<file path="src/rtl/fifo_wr_ctrl_pkg.sv">
// Shared sizing and pointer-coding helpers for the async FIFO write/read controllers.
package definitions;

    localparam int DATASIZE = 8;
    localparam int ADDRSIZE = 4;
    localparam int DEPTH    = 1 << ADDRSIZE;
    localparam int PTRW     = ADDRSIZE + 1;

    typedef logic [PTRW-1:0] ptr_t;

    function automatic ptr_t bin2gray(input ptr_t bin);
        return (bin >> 1) ^ bin;
    endfunction

    // Each binary bit is the XOR of all Gray bits at or above it.
    function automatic ptr_t gray2bin(input ptr_t gray);
        ptr_t bin;
        bin[PTRW-1] = gray[PTRW-1];
        for (int i = PTRW - 2; i >= 0; i--) begin
            bin[i] = bin[i+1] ^ gray[i];
        end
        return bin;
    endfunction

endpackage

</file>
<file path="src/rtl/fifo_wr_ctrl_sync_r2w.sv">
// Two-flop synchronizer bringing a Gray pointer into the local clock domain.
module sync_r2w
    import definitions::*;
#(
    parameter int WIDTH = PTRW
) (
    input  logic             wclk,
    input  logic             wrst,
    input  logic [WIDTH-1:0] d,
    output logic [WIDTH-1:0] q
);

    logic [WIDTH-1:0] q1_q;
    logic [WIDTH-1:0] q2_q;

    always_ff @(posedge wclk) begin
        if (wrst) begin
            q1_q <= '0;
            q2_q <= '0;
        end else begin
            q1_q <= d;
            q2_q <= q1_q;
        end
    end

    assign q = q2_q;

endmodule

</file>
<file path="config.mk">
export PLATFORM = sky130hd
export DESIGN_NAME = sync_r2w
export DESIGN_NICKNAME = d
export VERILOG_FILES = /design/src/rtl/fifo_wr_ctrl_pkg.sv /design/src/rtl/fifo_wr_ctrl_sync_r2w.sv
export SDC_FILE = /design/constraint.sdc
export NUM_CORES = 1
export LEC_CHECK = 0
export CORE_AREA = 10 10 47 49
export DETAILED_ROUTE_END_ITERATION = 6
export DIE_AREA = 0 0 57 59
export PLACE_DENSITY_LB_ADDON = 0.12
export SETUP_SLACK_MARGIN = 0.3
export SYNTH_ARGS = -nofsm -noshare
export SYNTH_HDL_FRONTEND = slang
export SYNTH_SLANG_ARGS = --single-unit
export TNS_END_PERCENT = 5
</file>
<file path="constraint.sdc">
create_clock -name wclk -period 0.8 [get_ports wclk]
set_clock_uncertainty 0.15 [all_clocks]
set_input_delay 0.12 -clock wclk [delete_from_list [all_inputs] [get_ports wclk]]
set_output_delay 0.12 -clock wclk [all_outputs]
set_load 0.1 [all_outputs]
</file>
After elaboration in Yosys (flattened, before gate mapping)
Index checks and enable logic that the tools add are counted.
- input port bits: 7
- logic and storage cells: 2
- output and inout port bits: 5
- register bits after elaboration: 10

Logic depth before layout (Yosys ltp)
- depth after elaboration: 0
- depth in mapped cells: 1
- gate-level depth less buffers: 1

Worst setup path after synthesis
OpenSTA, ideal clock, no wires.
- kind: register -> output
- from: reg q2_q[0] (netlist: q[0])
- to: out q[0]
- setup slack: -379 ps
- cell stages (with the launch flop): 1
- buffers on the path: 0
- data arrival time: 909 ps
- data required time: 530 ps
- cell sequence: dfxtp_1
- RTL lines (what ; line ; text):
    start: declaration ; fifo_wr_ctrl_sync_r2w.sv:14 ; logic [WIDTH-1:0] q2_q;
    start signal: assignment ; fifo_wr_ctrl_sync_r2w.sv:22 ; q2_q <= q1_q;
    end: declaration ; fifo_wr_ctrl_sync_r2w.sv:10 ; output logic [WIDTH-1:0] q
No word-level cell between the ends.

Worst setup path in the final report
- from: reg q2_q[0] (netlist: q[0])
- to: out q[0]
No word-level cell between the ends.

==> results.sh <==
export IMPL_min_path_cells=3
export IMPL_drv_cap=0
export IMPL_core_sq_mm=0.00140
export IMPL_r2r_end="q[0]"
export IMPL_start_kind="flop"
export IMPL_synthCells=20
export IMPL_drtIter0Drc=1
export IMPL_cp_required_ns=0.53
export IMPL_die_w_microns=57
export IMPL_drv_slew=0
export IMPL_dr_pass1_iters=2
export IMPL_met3_length_microns=51
export IMPL_antenna_found_initial=0
export IMPL_p_leak_nw=0.218
export IMPL_die_area_sq_mm=0.00336
export IMPL_relSlewSlack=0.947
export IMPL_max_clock_freq_mhz=958
export IMPL_antenna_cells_inserted=0
export IMPL_synth_seq_cells=10
export IMPL_grt_pass1_wl_microns=786
export IMPL_place_congestion=0.600
export IMPL_dpl_cell_area_sq_um=477
export IMPL_cp_depth=1
export IMPL_period_needed_ns=1.04
export IMPL_fin_crit_sh=1.30
export IMPL_yosys_area_top_type="dfxtp_1"
export IMPL_met1Wirelength_microns=213
export IMPL_r2r_cells=1
export IMPL_grt_total_usage=0.0333
export IMPL_crit_chain="buf_12"
export IMPL_tns_ns=-1.20
export IMPL_htreeDepth=1
export IMPL_crit_path_top_delay_cell="dfxtp_4"
export IMPL_clockRootBuffer="clkbuf_4"
export IMPL_ys_flop_type="dfxtp_1"
export IMPL_cp_arrival_ns=0.77
export IMPL_worstPathBufferInverterCount=1
export IMPL_fin_area_sq_um=520
export IMPL_status="finished with violations"
export IMPL_wl_met2_microns=166
export IMPL_ios=12
export IMPL_clkSinkCount=10
export IMPL_tritoncts="built"
export IMPL_grt_max_degree=7
export IMPL_synth_area_sq_um=263
export IMPL_hp_start="wrst"
export IMPL_layout_nets=45
export IMPL_wl_microns=430
export IMPL_avgViaCountPerCell=3.36
export IMPL_cp_end_kind="output port"
export IMPL_crit_fanout=1
export IMPL_power_total_mw=1.13
export IMPL_die_h_microns=59
export IMPL_reg2reg_slack_ns=0.13
export IMPL_clockBufferDepth=2
export IMPL_synth_nets=27
export IMPL_worst_ir_drop_vdd_uv=724
export IMPL_ys_warnings_count=0
export IMPL_ys_top_cells_by_count="dfxtp_1, nor2b_1"
export IMPL_rsz0062_at_grt="yes"
export IMPL_timing_rr_start="q1_q[0]"
export IMPL_hold_end="q[1]"
export IMPL_rows=14
export IMPL_final_setup_worst_slack_ns=-0.243
export IMPL_initial_utilization=0.188
export IMPL_clock_latency_ns=0.26
export IMPL_crit_type="reg -> out"
export IMPL_synth_async_sr_flop_share=0
export IMPL_worst_slew_pin_slew_ns=0.0800
export IMPL_drive_gt1_frac=0.541
export IMPL_wl_per_cell_microns=8.11
export IMPL_area_delta_synth_final_pct=98.1
export IMPL_avgSynthCellArea_sq_um=13.1
export IMPL_critPathTopFamily="flip-flops"
export IMPL_ys_types=2
export IMPL_finalHoldViolCount=4
export IMPL_hold_class="in -> reg"
export IMPL_path_clk_slew_ns=0.06
export IMPL_portBuffers=11
export IMPL_synth_area_leaders="dfxtp_1, nor2b_1"
export IMPL_grt_overflow=0
export IMPL_powerDensity_mw_per_mm2=2170
export IMPL_cts_buffers=3
export IMPL_cts_hold_buf=0
export IMPL_nFillCells=140
export IMPL_grt_pass1_vias=203
export IMPL_area_sequential_sq_um=220
export IMPL_drc_errors=0
export IMPL_crit_path_max_incr_delay_ns=0.35
export IMPL_yosysSeqAreaShare=0.762
export IMPL_hold_ws_ns=-0.0122
export IMPL_top_layer_used="met3"
export IMPL_ant_nets=0
export IMPL_setup_violations=5
export IMPL_yosysTopAreaCellShare=0.762
export IMPL_multi_input_area_sq_um=72.6
export IMPL_synth_edff_count=0
export IMPL_violations="hold timing, setup timing"
export IMPL_num_vias=178
==> flip-flops by register name (all words and copies together), names as in the netlist <==
name	count
q1_q	5
q	5
==> layout by cell type, fill, tap and decap left out <==
| cell | synthesis | routed |
|---|---|---|
| buf_6 | 0 | 2 |
| nor2b_2 | 0 | 1 |
| dfxtp_2 | 0 | 1 |
| dlygate4sd2_1 | 0 | 5 |
| clkbuf_2 | 0 | 1 |
| nor2b_4 | 0 | 1 |
| clkbuf_8 | 0 | 1 |
| clkbuf_4 | 0 | 3 |
| dfxtp_1 | 10 | 4 |
| nor2b_1 | 10 | 8 |
| dfxtp_4 | 0 | 5 |
| buf_12 | 0 | 5 |
==> layer usage <==
metal | vias up | GRT usage
li1 | 93 | -
met1 | 74 | 0.0334
met2 | 11 | 0.0341
met3 | 0 | 0.0258
met4 | 0 | 0.0503
met5 | - | 0
==> how the worst max path moves through the flow <==
stage / from / end / slack [ns]
2_1_floorplan: q[0] / q[0] / 0.03
3_3_place_gp: wrst / q[0] / -0.25
3_5_place_dp: wrst / q1_q[0] / -0.26
4_1_cts: q[0] / q[0] / -0.26
5_1_grt: q[0] / q[0] / -0.28
6_report: q[0] / q[0] / -0.24
==> where the power goes <==
| group | switching (mW) | total, mW | internal (mW) | leakage [nW] |
|---|---|---|---|---|
| Clock | 0.161 | 0.436 | 0.276 | 0.0210 |
| Combinational | 0.0931 | 0.169 | 0.0758 | 0.110 |
| Sequential | 0.0103 | 0.523 | 0.512 | 0.0865 |
| Total | 0.264 | 1.13 | 0.864 | 0.218 |
==> per-stage QoR <==
step	hold WS, ns	std cells	setup slack, ns	util
after floorplan	0.0319	20	0.0262	-
after global placement	0.271	49	-0.252	0.340
after detailed placement	0.275	49	-0.255	0.340
after CTS	0.0271	53	-0.258	0.367
after global routing	0.000537	53	-0.284	0.371
final	-0.0122	53	-0.243	0.371
==> area by class of cell <==
class / count / share of cell area
timing repair buffer: 13 / 0.329
tap: 16 / 0.0385
clock buffer: 4 / 0.0697
sequential: 10 / 0.423
multi-input combinational: 10 / 0.139
==> repair_timing <==
item,in CTS,in global routing
endpoints found under the setup margin,15,14
hold endpoints to repair,0,0
gates resized for setup,9,4
buffers inserted,0,0
==> tightest hold or removal path, stage by stage <==
cell and delay, ns:
clkbuf_2 0.11, buf_6 0.10, nor2b_1 0.03
==> cells by family after synthesis <==
family,after synthesis,synth area share
simple gates,10,0.238
flops,10,0.762
No activity file was read; power rests on OpenSTA's default activity.
